### config.mk
export PLATFORM = sky130hd
export DESIGN_NAME = mod_block_arbiter_flat
export DESIGN_NICKNAME = d
export VERILOG_FILES = /design/src/rtl/mod_pkg.sv /design/src/rtl/mod_block_arbiter_if.sv /design/src/rtl/mod_rr_pick.sv /design/src/rtl/mod_block_arbiter.sv /design/src/flat_wrapper.sv
export SDC_FILE = /design/constraint.sdc
export NUM_CORES = 1
export LEC_CHECK = 0
export CAP_MARGIN = 20
export CORE_MARGIN = 2
export CORE_UTILIZATION = 49
export DETAILED_ROUTE_END_ITERATION = 8
export GPL_TIMING_DRIVEN = 0
export PLACE_DENSITY = 0.8
export SLEW_MARGIN = 20
export SYNTH_ARGS = -nofsm -noshare
export SYNTH_HDL_FRONTEND = slang
export SYNTH_SLANG_ARGS = --single-unit
### constraint.sdc
create_clock -name clk -period 4.6 [get_ports clk]
set_clock_uncertainty 0.05 [all_clocks]
set_input_delay 0.69 -clock clk [delete_from_list [all_inputs] [get_ports clk]]
set_output_delay 0.69 -clock clk [all_outputs]
set_load 0.005 [all_outputs]
### src/rtl/mod_pkg.sv
// Shared definitions for the modulator front end: arbiter states, default block size
// and the Q15 +/-0.707 constraint-point values used by the QPSK modulator benches.
package mod_pkg;

  typedef enum logic [1:0] {
    StIdle = 2'd0,
    StOwn0 = 2'd1,
    StOwn1 = 2'd2
  } arb_state_e;

  localparam int unsigned DefaultBlockBits = 192;

  localparam logic signed [15:0] Q15Pos = 16'sh5A7F;
  localparam logic signed [15:0] Q15Neg = 16'shA581;

  // QPSK axis value for one bit: 0 -> +0.707, 1 -> -0.707.
  function automatic logic signed [15:0] q15_axis(input logic b);
    return b ? Q15Neg : Q15Pos;
  endfunction

endpackage

### src/rtl/mod_block_arbiter_if.sv
// Requester/modulator handshake bundle around mod_block_arbiter.
// slave = arbiter side, master = requesters plus modulator side.
interface mod_block_arbiter_if;

  logic Req0;
  logic Req1;
  logic Valid_in0;
  logic Valid_in1;
  logic Data_in0;
  logic Data_in1;
  logic Ready_in0;
  logic Ready_in1;
  logic Valid_out;
  logic Data_out;
  logic Ready_out;
  logic Grant0;
  logic Grant1;
  logic Block_done;
  logic Busy;

  modport slave (
    input  Req0, Req1, Valid_in0, Valid_in1, Data_in0, Data_in1, Ready_out,
    output Ready_in0, Ready_in1, Valid_out, Data_out, Grant0, Grant1, Block_done, Busy
  );

  modport master (
    output Req0, Req1, Valid_in0, Valid_in1, Data_in0, Data_in1, Ready_out,
    input  Ready_in0, Ready_in1, Valid_out, Data_out, Grant0, Grant1, Block_done, Busy
  );

endinterface

### src/rtl/mod_rr_pick.sv
// Two-way winner selection: single requester wins outright; ties go to requester 0
// under strict priority, otherwise to the requester not served last.
module mod_rr_pick #(
  parameter bit STRICT_PRI = 1'b0
) (
  input  logic Req0,
  input  logic Req1,
  input  logic pointer,
  output logic winner,
  output logic valid
);

  always_comb begin
    valid  = Req0 | Req1;
    winner = Req1;
    if (Req0 && Req1) begin
      winner = STRICT_PRI ? 1'b0 : ~pointer;
    end
  end

endmodule

### src/rtl/mod_block_arbiter.sv
// Block-granular arbiter sharing the QPSK modulator serial input between two bit sources.
// Ownership changes only in idle or on the final beat of a block, never mid-symbol.
module mod_block_arbiter
  import mod_pkg::*;
#(
  parameter int unsigned BLOCK_BITS = DefaultBlockBits,
  parameter bit          STRICT_PRI = 1'b0,
  parameter int unsigned CNT_W      = 8
) (
  input  logic                clk,
  input  logic                rstn,
  mod_block_arbiter_if.slave  bus
);

  localparam logic [CNT_W-1:0] LastBeat = CNT_W'(BLOCK_BITS - 1);

  arb_state_e       state;
  logic [CNT_W-1:0] bit_cnt;
  logic             pointer;

  logic valid_out, data_out, ready_in0, ready_in1;
  logic beat, final_beat, arb_en;
  logic pick_winner, pick_valid;

  mod_rr_pick #(
    .STRICT_PRI (STRICT_PRI)
  ) u_pick (
    .Req0    (bus.Req0),
    .Req1    (bus.Req1),
    .pointer (pointer),
    .winner  (pick_winner),
    .valid   (pick_valid)
  );

  // Zero-latency mux from the owning requester to the modulator.
  always_comb begin
    valid_out = 1'b0;
    data_out  = 1'b0;
    ready_in0 = 1'b0;
    ready_in1 = 1'b0;
    unique case (state)
      StOwn0: begin
        valid_out = bus.Valid_in0;
        data_out  = bus.Data_in0;
        ready_in0 = bus.Ready_out;
      end
      StOwn1: begin
        valid_out = bus.Valid_in1;
        data_out  = bus.Data_in1;
        ready_in1 = bus.Ready_out;
      end
      default: ;
    endcase
  end

  assign beat       = valid_out & bus.Ready_out;
  assign final_beat = beat && (bit_cnt == LastBeat);
  assign arb_en     = (state == StIdle) || final_beat;

  always_ff @(posedge clk) begin
    if (!rstn) begin
      state   <= StIdle;
      bit_cnt <= '0;
      pointer <= 1'b1;
    end else if (arb_en) begin
      bit_cnt <= '0;
      if (pick_valid) begin
        state   <= pick_winner ? StOwn1 : StOwn0;
        pointer <= pick_winner;
      end else begin
        state <= StIdle;
      end
    end else if (beat) begin
      bit_cnt <= bit_cnt + CNT_W'(1);
    end
  end

  assign bus.Valid_out  = valid_out;
  assign bus.Data_out   = data_out;
  assign bus.Ready_in0  = ready_in0;
  assign bus.Ready_in1  = ready_in1;
  assign bus.Grant0     = (state == StOwn0);
  assign bus.Grant1     = (state == StOwn1);
  assign bus.Busy       = (state == StOwn0) || (state == StOwn1);
  assign bus.Block_done = final_beat;

endmodule

### src/flat_wrapper.sv
// flat-port wrapper written by rule: the top's interface ports become plain ports
module mod_block_arbiter_flat import mod_pkg::*;
#(
  parameter int unsigned BLOCK_BITS = DefaultBlockBits,
  parameter bit          STRICT_PRI = 1'b0,
  parameter int unsigned CNT_W      = 8
)
  (clk, rstn, bus_Req0, bus_Req1, bus_Valid_in0, bus_Valid_in1, bus_Data_in0, bus_Data_in1, bus_Ready_out, bus_Ready_in0, bus_Ready_in1, bus_Valid_out, bus_Data_out, bus_Grant0, bus_Grant1, bus_Block_done, bus_Busy);
  mod_block_arbiter_if bus_i ();
  input  logic clk;
  input  logic rstn;
  input wire logic [$bits(bus_i.Req0)-1:0] bus_Req0;
  input wire logic [$bits(bus_i.Req1)-1:0] bus_Req1;
  input wire logic [$bits(bus_i.Valid_in0)-1:0] bus_Valid_in0;
  input wire logic [$bits(bus_i.Valid_in1)-1:0] bus_Valid_in1;
  input wire logic [$bits(bus_i.Data_in0)-1:0] bus_Data_in0;
  input wire logic [$bits(bus_i.Data_in1)-1:0] bus_Data_in1;
  input wire logic [$bits(bus_i.Ready_out)-1:0] bus_Ready_out;
  output wire logic [$bits(bus_i.Ready_in0)-1:0] bus_Ready_in0;
  output wire logic [$bits(bus_i.Ready_in1)-1:0] bus_Ready_in1;
  output wire logic [$bits(bus_i.Valid_out)-1:0] bus_Valid_out;
  output wire logic [$bits(bus_i.Data_out)-1:0] bus_Data_out;
  output wire logic [$bits(bus_i.Grant0)-1:0] bus_Grant0;
  output wire logic [$bits(bus_i.Grant1)-1:0] bus_Grant1;
  output wire logic [$bits(bus_i.Block_done)-1:0] bus_Block_done;
  output wire logic [$bits(bus_i.Busy)-1:0] bus_Busy;
  assign bus_i.Req0 = bus_Req0;
  assign bus_i.Req1 = bus_Req1;
  assign bus_i.Valid_in0 = bus_Valid_in0;
  assign bus_i.Valid_in1 = bus_Valid_in1;
  assign bus_i.Data_in0 = bus_Data_in0;
  assign bus_i.Data_in1 = bus_Data_in1;
  assign bus_i.Ready_out = bus_Ready_out;
  assign bus_Ready_in0 = bus_i.Ready_in0;
  assign bus_Ready_in1 = bus_i.Ready_in1;
  assign bus_Valid_out = bus_i.Valid_out;
  assign bus_Data_out = bus_i.Data_out;
  assign bus_Grant0 = bus_i.Grant0;
  assign bus_Grant1 = bus_i.Grant1;
  assign bus_Block_done = bus_i.Block_done;
  assign bus_Busy = bus_i.Busy;
  mod_block_arbiter #(.BLOCK_BITS(BLOCK_BITS), .STRICT_PRI(STRICT_PRI), .CNT_W(CNT_W)) u_core (.clk(clk), .rstn(rstn), .bus(bus_i));
endmodule
-- Yosys cells after proc, flatten, opt, wreduce, memory -nomap -nowiden
Cells that the tools add are included.
- word-level logic and storage cells: 25
- output and inout bits: 8
- bits in registers: 11
- equal/unequal tests: 3
- muxes and demuxes: 7
- add/subtract/negate cells: 1
- reductions and logical operators: 7
- bitwise gates (word level): 4
- operator list (kind ; count):
    8-bit by 1-bit adder with 8-bit output, second input constant ; 1
    8-bit equality test, second input constant ; 1
    2-bit 2-to-1 mux ; 2
    1-bit case mux with 2 select lines ; 2
    1-bit 2-to-1 mux ; 3
    2-bit by 1-bit equality test with 1-bit output, second input constant ; 1
    2-bit equality test, second input constant ; 1
    1-bit logical AND ; 2
    2-bit zero test ; 1
    1-bit logical OR ; 2
    1-bit inverter ; 2
    2-bit AND reduction ; 1
    2-bit OR reduction ; 1
    1-bit AND ; 1
    1-bit OR ; 1

-- Longest topological paths before layout
Gate-level depths: netlist of run 1.
- word-level depth: 6
- depth in mapped cells: 7

-- Modules after synthesis
Synthesis of run 1 repeated with hierarchy kept, for this count alone.
- cell total of the unflattened synthesis: 69
- area total of the unflattened synthesis: 654.4 um2
- by module, submodules not included (module ; sequential area each (um2) ; instances ; area an instance (um2) ; cells each):
    mod_block_arbiter ; 220.2 ; 1 ; 640.6 ; 67
    mod_rr_pick ; 0.0 ; 1 ; 13.8 ; 2

-- Worst setup path after synthesis of run 1
Ideal clock, no wire load.
- kind: reg-to-output
- start point: reg u_core.state[0]
- end point: out bus_Block_done
- cell stages (with the launch flop): 5
- buffers on the path: 0
- data arrival time: 1.278 ns
- slack: 2.582 ns
- cells stage by stage: dfxtp_1 -> inv_1 -> ha_1 -> nand3_1 -> nor4_2
- longest elaborated chain between the ends: 4
- elaborated cells on any way between the ends: 5
- those cells by class: eq/ne (2); mux (1); bitwise (1); reduce/logical (1)
- ends and longest elaborated chain (what ; RTL line ; RTL):
    start, declared ; mod_block_arbiter.sv:17 ; arb_state_e state;
    start signal, assigned ; mod_block_arbiter.sv:62 ; state <= StIdle;
    start signal, assigned ; mod_block_arbiter.sv:68 ; state <= pick_winner ? StOwn1 : StOwn0;
    start signal, assigned ; mod_block_arbiter.sv:71 ; state <= StIdle;
    2-bit equality test or 2-bit by 1-bit equality test with 1-bit output (tied branches) ; mod_block_arbiter.sv:41 ; unique case (state)
    1-bit case mux with 2 select lines (*) ; mod_block_arbiter.sv:41 ;
    1-bit AND (*) ; mod_block_arbiter.sv:56 ; assign beat = valid_out & bus.Ready_out;
    1-bit logical AND (*) ; mod_block_arbiter.sv:57 ; assign final_beat = beat && (bit_cnt == LastBeat);
    end, declared ; flat_wrapper.sv:25 ; output wire logic [$bits(bus_i.Block_done)-1:0] bus_Block_done;
Mark *: on every way between the ends. The rest lies on a longest branch, timed or not.

-- Final worst setup path of run 1
- start point: in bus_Ready_out
- end point: out bus_Block_done
- longest elaborated chain between the ends: 2
- ends and longest elaborated chain (what ; RTL line ; RTL):
    start, declared ; flat_wrapper.sv:18 ; input wire logic [$bits(bus_i.Ready_out)-1:0] bus_Ready_out;
    1-bit AND ; mod_block_arbiter.sv:56 ;
    1-bit logical AND ; mod_block_arbiter.sv:57 ;
No other way between the ends.

==> results summary, run 1 <==
The startpoint identified for the worst hold timing path is u_core.state[0]. The number of global-route vias before repair is 468. The residual overflow from global routing is 0. Along the worst path, the maximum fanout reaches 5.

The arrival time of data at the critical path endpoint came out at about 2.4 ns. The global placer's final weighted congestion came out at between 0.7 and 0.8. For the worst setup path, the data required time is between 3 and 4 ns.

The power density of the placed cells is around 260 nW/um^2. The die is slightly above 40 um tall. The fraction of layout cells with a size suffix above 1 is between 10% and 20%.

The number of max-slew violations in the final report came out at 0. The number of buffers inserted to repair setup after CTS is 0. In this run the cell area of the synthesized design comes to 650.6 um^2. The count of vias placed by the detailed router came out at around 530.

TritonCTS built the clock tree. The final hold violation count is 0. The distinct cell type count of the synthesized netlist is 31. Sequential cells were found to cover between 30% and 40% of the synthesized design area. In the final design database the tool counted around 100 nets. The portion of the clock cycle consumed by the worst path in the final layout came out at between 60% and 70%. In the synthesized netlist the async set-or-reset flop fraction comes to 0%. By count the netlist is led by sky130_fd_sc_hd__dfxtp_1, sky130_fd_sc_hd__nor2_2, sky130_fd_sc_hd__xnor2_1. In the final routed layout, each cell accounts on average for approximately 13 um. The clock transition at the register clock pins on the worst setup and hold paths after CTS came out at roughly 0.06 ns. The length of the first detailed-routing pass in iterations is 4.

The remaining max-slew budget at the tightest pin is approximately three quarters. The transition time of the tightest slew-check pin came out at 0.3927 ns. The pin count of the biggest net entering global routing is 11. The peak ir drop on the vdd network came out at 0.0002065 V.

The total of flip-flops plus latches after synthesis is 11. The buffer depth of the longest clock path is 2. The clock tree root buffer cell is sky130_fd_sc_hd__clkbuf_4. The initial antenna violation count was 0. The die extent in x came out at about 40 um.

The number of antenna-violating nets in the routed design came out at 0. The violation count after the first detailed-routing iteration is 5. The tightest min-delay check is of the reg2reg type. The origin of the critical flop-to-flop path is u_core.state[0]. The first-pass GRT wire length is about 2000 um.

The run finished with clean final reports. Setup repair after global routing left no endpoint under its margin. Summed over all nets, the half-perimeter wirelength after detailed placement is about 1100 um.

Yosys instantiated no cell more often than sky130_fd_sc_hd__dfxtp_1. STA classifies the critical path endpoint as an output port. The accumulated negative setup slack came out at 0 ns. Across the run, the number of max-cap violations was 0. The mean cell area of the mapped netlist is 9.711 um^2. The leakage power total came out at 0.3069 nW. Final hold analysis gives a worst-case slack of roughly 0.44 ns. In this run the number of H-tree levels came out at 1. The post-synthesis instance total came out at 67. Global routing consumed, over all layers together, 19.59% of the routing resources. For this run, the leading register cell type out of synthesis is sky130_fd_sc_hd__dfxtp_1.

By startpoint and endpoint, the worst setup path is classified as in2out. For this design, the sink count on the clock tree is 11. The placeable core area came out at about 1300 um^2. The initial core utilization is approximately half. The final wirelength is around 1300 um.

The count of flip-flops with a built-in enable after synthesis is 0. The DRC violations left came out at 0. The clock insertion delay at the later pin of the skew report came out at ~0.27 ns.

0 antenna diodes ended up in the layout. The number of nets handed over by synthesis was 80. The die covers about 1600 um^2. The Yosys step of the flow raised 0 warnings. The share of the synthesized area in the top cell type is ~34%. Ranked by total cell area, the synthesized netlist is headed by sky130_fd_sc_hd__dfxtp_1, sky130_fd_sc_hd__xnor2_1, sky130_fd_sc_hd__ha_1. The number of cells upsized or downsized after cts is 0.

The row count is 13. The number of buffers created by CTS is 3. In the routed layout, each cell is associated on average with a via count of ~5.2. The cell taking the most area after synthesis is sky130_fd_sc_hd__dfxtp_1. Tracing the worst setup path back leads to its startpoint at bus_Ready_out. For this run, the top clock speed supported by timing is roughly 0.32 GHz. The final-report setup violation count came out at 0. Hold repair after CTS inserted 0 buffers. During I/O placement, the number of pins put on the boundary was 17. From synthesis to final layout, the design area changed by 31.54%. The worst setup path is launched from a primary input. The minimum clock period after layout is between 3 and 4 ns. The number of buffer cells added on primary ports came out at 16.
flip-flops by register name (all words and copies together) (netlist names):
register	count
u_core.state	2
u_core.bit_cnt	8
u_core.pointer	1
critical path, cell delays in order:
cell and delay [ns]:
sky130_fd_sc_hd__clkdlybuf4s50_1 0.54, sky130_fd_sc_hd__nand3_1 0.25, sky130_fd_sc_hd__nor4_2 0.37, sky130_fd_sc_hd__clkdlybuf4s50_1 0.56
layout make-up:
type	instances	area, um^2
repair buffers	16	160.2
clock buffers	4	26.28
flip-flops and latches	11	220.2
fillers	105	412.9
inverters	4	15.01
multi-input cells	51	404.1
plain buffers	1	11.26
well taps	15	18.77
through the flow:
step	total power, mW	util, %	setup WS [ns]	cells	cell area [um^2]
2_1_floorplan	0.1306	-	2.582	67	650.6
6_report	0.2185	67.46	1.456	102	855.8
3_5_place_dp	0.1550	65.38	1.454	98	829.5
3_3_place_gp	0.1530	65.38	1.459	98	829.5
4_1_cts	0.2207	67.46	1.447	102	855.8
5_1_grt	0.2288	67.46	1.354	102	855.8
path summary, 6_finish.rpt:
kind	endpoint	slack, ns	depth (start not counted)
max	bus_Block_done	1.46	4
max reg2reg	u_core.pointer	2.59	6
min reg2reg	u_core.state[0]	0.44	2
min	u_core.state[0]	0.44	2
per-layer routing:
layer / vias up / wire, um / track usage [%]
met5: - / 0 / 0
met4: 0 / 36 / 10.00
li1: 276 / - / -
met3: 4 / 42 / 8.333
met1: 240 / 539 / 19.54
met2: 7 / 658 / 34.13
cell usage in the layout, fill, tap and decap left out:
| cell | Yosys | layout |
|---|---|---|
| sky130_fd_sc_hd__a21oi_1 | 1 | 1 |
| sky130_fd_sc_hd__a22oi_1 | 1 | 1 |
| sky130_fd_sc_hd__a22oi_4 | 1 | 1 |
| sky130_fd_sc_hd__and2_1 | 1 | 1 |
| sky130_fd_sc_hd__and2_2 | 1 | 1 |
| sky130_fd_sc_hd__and2b_2 | 1 | 1 |
| sky130_fd_sc_hd__and3_1 | 1 | 1 |
| sky130_fd_sc_hd__buf_6 | 1 | 1 |
| sky130_fd_sc_hd__clkbuf_1 | 0 | 1 |
| sky130_fd_sc_hd__clkbuf_4 | 0 | 3 |
| sky130_fd_sc_hd__clkdlybuf4s50_1 | 0 | 16 |
| sky130_fd_sc_hd__dfxtp_1 | 11 | 11 |
| sky130_fd_sc_hd__ha_1 | 4 | 4 |
| sky130_fd_sc_hd__inv_1 | 4 | 4 |
| sky130_fd_sc_hd__mux2i_1 | 1 | 1 |
| sky130_fd_sc_hd__nand2_1 | 4 | 4 |
| sky130_fd_sc_hd__nand2b_1 | 1 | 1 |
| sky130_fd_sc_hd__nand3_1 | 1 | 1 |
| sky130_fd_sc_hd__nand3b_1 | 1 | 1 |
| sky130_fd_sc_hd__nand4_1 | 3 | 3 |
| sky130_fd_sc_hd__nor2_1 | 1 | 1 |
| sky130_fd_sc_hd__nor2_2 | 8 | 8 |
| sky130_fd_sc_hd__nor2b_1 | 1 | 1 |
| sky130_fd_sc_hd__nor3_1 | 2 | 2 |
| sky130_fd_sc_hd__nor3b_1 | 1 | 1 |
| sky130_fd_sc_hd__nor4_2 | 1 | 1 |
| sky130_fd_sc_hd__nor4b_1 | 2 | 2 |
| sky130_fd_sc_hd__o2111ai_1 | 1 | 1 |
| sky130_fd_sc_hd__o21ai_0 | 2 | 2 |
| sky130_fd_sc_hd__o21ai_1 | 1 | 1 |
| sky130_fd_sc_hd__o41ai_4 | 1 | 1 |
| sky130_fd_sc_hd__or3b_1 | 1 | 1 |
| sky130_fd_sc_hd__xnor2_1 | 6 | 6 |
| sky130_fd_sc_hd__xor2_1 | 1 | 1 |
cells by family after synthesis:
family / count (synthesis) / share of synthesized area (%)
and+or+nand+nor: 31 / 30.39
DFF: 11 / 33.85
AOI/OAI and AO/OA: 8 / 13.08
xor gates and xnor gates: 7 / 9.423
buffers and inverters: 5 / 4.038
adders and majority gates: 4 / 7.693
muxes: 1 / 1.539
report_power, final:
group          leakage (nW)  switching (mW)  total [mW]  internal [mW]
sequential           0.0892         0.00236       0.100         0.0980
clock                0.0150          0.0327      0.0664         0.0337
combinational         0.203          0.0238      0.0518         0.0280
total                 0.307          0.0589       0.218          0.160
Power figures use the tool's default switching activity.
==> inputs of run 2 (changes only) <==
CORE_UTILIZATION = 41   (was 49)
PLACE_DENSITY = 0.72   (was 0.8)
clock period = 2.7 ns   (was 4.6 ns; I/O delays follow)
==> run 2 against run 1 <==
Compared with the run above: count of clock-buffer cells in the layout is the same; global-route usage decreased by 3.1 points; final area up 2.9%; core utilization fell by 8.3 points; largest power group unchanged; first-iteration DRC count is 40% higher; sequential share of layout area down 0.73 points; largest cell class unchanged; power rose by 76%.
==> results summary, run 2 (synthesized netlist as in run 1, its figures left out) <==
Setup repair after global routing left no endpoint under its margin. The portion of the clock cycle consumed by the worst path in the final layout came out at 94.59%. The arrival time of data at the critical path endpoint came out at 2.10 ns (-0.30 ns). The area of all sequential standard cells is 220.2 um^2 (unchanged). The peak ir drop on the vdd network is 0.0002624 V (+27%). The die extent in x was 43.84 um (+8.4%).

The number of cells upsized or downsized after cts is 2 (+2). The top cell types in the final layout, fill and taps aside, are sky130_fd_sc_hd__clkdlybuf4s50_1, sky130_fd_sc_hd__dfxtp_1, sky130_fd_sc_hd__nor2_2. The worst hold path terminates at u_core.state[1]. The number of buffers created by CTS is 3 (unchanged).

The total routing usage reported by global routing was 16.47% (-3.1 points). The flow ran to the end, and the final reports show no timing, DRC or antenna violations. The sink count of the clock tree came to 11 (unchanged).

The DRC violations left came to 0 (unchanged). Timing would allow up to 0.3916 GHz. The highest cell delay on the worst timing path is 0.55 ns (about the same).

The global placer's final weighted congestion is 0.6927 (-4.9%). The number of antenna-violating nets in the routed design came to 0 (unchanged). The total of hold buffers inserted after clock tree synthesis came out at 0 (unchanged). The met3 capacity usage during global routing came out at 3.750% (-4.6 points). The smallest clock period supported by the final layout is computed as 2.554 ns.

In this run the critical register-to-register path is launched from u_core.state[0]. The number of max-slew violations in the final report came out at 0 (unchanged). The global routing met1 resource utilization came to 18.88% (-0.66 points). The flip-flop count of the largest register, all copies and words added is 8 (unchanged). The vertical extent of the die is 43.84 um (+8.4%). The length of the first detailed-routing pass in iterations was 3 (-1). The number of cells on the worst reg-to-reg path is 7 (+1). The net switching power of the design is 111.7 uW (+90%). The number of buffer cells added on primary ports is 16 (unchanged).

The transition time of the tightest slew-check pin came out at 0.3744 ns (-0.01831 ns). The half-perimeter wire length of the detailed placement result was 941.6 um (-12%). The register name with the most flops is u_core.bit_cnt. The I/O pin count is 17 (unchanged). The buffer depth of the longest clock path came to 2 (unchanged). The antenna diode count is 0 (unchanged). The per-cell via count in the routed design came out at 5.000 (-3.2%). The root buffer cell chosen for the clock tree is sky130_fd_sc_hd__clkbuf_4. The fraction of layout cells with a size suffix above 1 came out at 21.84% (+2.3 points).

The maximum level of the CTS H-tree came out at 1 (unchanged). The critical-path maximum fanout is 6 (+1). The final wirelength is 1296 um (+1.6%). The critical path in this run is classified as reg2out.

The placeable core area is 1489 um^2 (+17%). The share of total power in sequential cells came out at 44.3% (-1.6 points). The initial core utilization is 43.70% (-7.6 points).

The fraction of power spent switching nets is 29.00% (+2.1 points). The final core utilization came out at 59.16% (-8.3 points). The worst min-delay path class is reg2reg.

The post-detailed-route wirelength per cell is 12.58 um (+0.58%). The number of global-route vias before repair came out at 508 (+8.5%). The reg-to-reg setup timing slack is 0.78 ns (-1.81 ns).

The count of vias placed by the detailed router came out at 515 (-2.3%). TritonCTS built the clock tree. The worst hold path depth came to 2 (unchanged). The signal on the critical path passes through inv_1 > ha_2 > nand3_4 > nor4_4 > clkdlybuf4s50_1. The final hold violation count is 0 (unchanged). In this run the most used layer during global routing was met2. The violation count after the first detailed-routing iteration is 7 (+2). On the critical path, the stage with the largest delay is an instance of sky130_fd_sc_hd__clkdlybuf4s50_1.

The number of buffers inserted to repair setup after CTS came to 0 (unchanged). The clock transition at the register clock pins on the worst setup and hold paths after CTS is 0.08 ns (+0.02 ns). The internal power component was 273.5 uW (+71%). The residual overflow from global routing is 0 (unchanged).

The endpoint identified for the worst register-to-register timing path is u_core.bit_cnt[7]. The critical path data required time is 2.25 ns (-1.61 ns). The final-report setup violation count was 0 (unchanged). Leaving out fill and tap cells, the most frequent cell in the layout is sky130_fd_sc_hd__clkdlybuf4s50_1. The count of maximum capacitance violations came out at 0 (unchanged). The combined area of the multi-input logic cells was 427.9 um^2 (+5.9%). The clock insertion delay at the later pin of the skew report came out at 0.28 ns (about the same). The number of nets at the end of the flow came out at 101 (unchanged). The pin count of the biggest net entering global routing came to 11 (unchanged).

The initial antenna violation count is 0 (unchanged). The area growth from synthesis to layout is 35.38%. The number of filler instances in the final layout is 141 (+34%).

The leakage power total came out at 0.3208 nW (+4.5%). The largest registers in the layout are u_core.bit_cnt x8, u_core.state x2, u_core.pointer x1. The part of the total power dissipated in combinational logic is 24.1% (+0.4 points). The met2 usage came out at 25.29% (-8.8 points).

The share of power burned in the clock network came out at 31.6% (+1.2 points). The row count came to 14 (+1). The area of the die was 1922 um^2 (+17%).

The power density of the placed cells came out at 437.3 nW/um^2 (+71%). The accumulated negative setup slack came to 0 ns (unchanged). The startpoint identified for the worst hold timing path is u_core.state[1].

The remaining max-slew budget at the tightest pin came out at 74.96% (+1.2 points). The worst setup path is captured at an output port. The first-pass GRT wire length is 2194 um (+9.6%). STA classifies the critical path startpoint as a flip-flop.
==> run 2: worst max path at each step <==
stage / cells past startpoint / to / from / slack [ns]
6_report: 5 / bus_Block_done / u_core.state[1] / 0.15
5_1_grt: 5 / bus_Block_done / u_core.state[1] / 0.03
4_1_cts: 5 / bus_Block_done / u_core.state[1] / 0.04
3_5_place_dp: 4 / bus_Block_done / bus_Ready_out / 0.13
3_3_place_gp: 4 / bus_Block_done / bus_Ready_out / 0.11
2_1_floorplan: 6 / u_core.pointer / u_core.state[0] / 0.91
==> run 2: layout make-up <==
type,instances,area share [%]
Clock buffer,4,2.983
Sequential cell,11,25.00
Tap cell,16,2.273
Inverter,4,1.705
Multi-Input combinational cell,51,48.58
Buffer,1,1.278
Timing Repair Buffer,16,18.18
==> run 2: power by group through the flow <==
| stage | Combinational, mW | Sequential, mW | Clock [mW] |
|---|---|---|---|
| 6_report | 0.0928 | 0.171 | 0.122 |
| 5_1_grt | 0.0999 | 0.171 | 0.129 |
| 4_1_cts | 0.0923 | 0.171 | 0.123 |
| 3_5_place_dp | 0.0882 | 0.175 | 0 |
| 3_3_place_gp | 0.0867 | 0.174 | 0 |
| 2_1_floorplan | 0.0489 | 0.174 | 0 |
==> run 2: through the flow <==
| step | hold slack (ns) | cells | total power, mW | setup slack [ns] | area, um^2 |
|---|---|---|---|---|---|
| 2_1_floorplan | 0.4028 | 67 | 0.2225 | 0.9059 | 650.6 |
| 3_3_place_gp | 0.4242 | 99 | 0.2610 | 0.1075 | 830.8 |
| 3_5_place_dp | 0.4354 | 99 | 0.2627 | 0.1334 | 830.8 |
| 4_1_cts | 0.4485 | 103 | 0.3858 | 0.04122 | 864.6 |
| 5_1_grt | 0.4853 | 103 | 0.3996 | 0.02751 | 880.8 |
| 6_report | 0.4397 | 103 | 0.3852 | 0.1461 | 880.8 |
==> run 2: routing by layer <==
metal  share of wire (%)  vias up
li1                    -      273
met1                  44      230
met2                  49        7
met3                 3.1        5
met4                 3.7        0
met5                   0        -
==> run 2: worst max-delay path, delay by kind of cell, from the launching register on <==
kind	cells	cell delay (ns)
adder cells (fa/ha/maj)	1	0.41
AND/OR/NAND/NOR	2	0.43
flip-flops	1	0.36
buffers and inverters	2	0.63
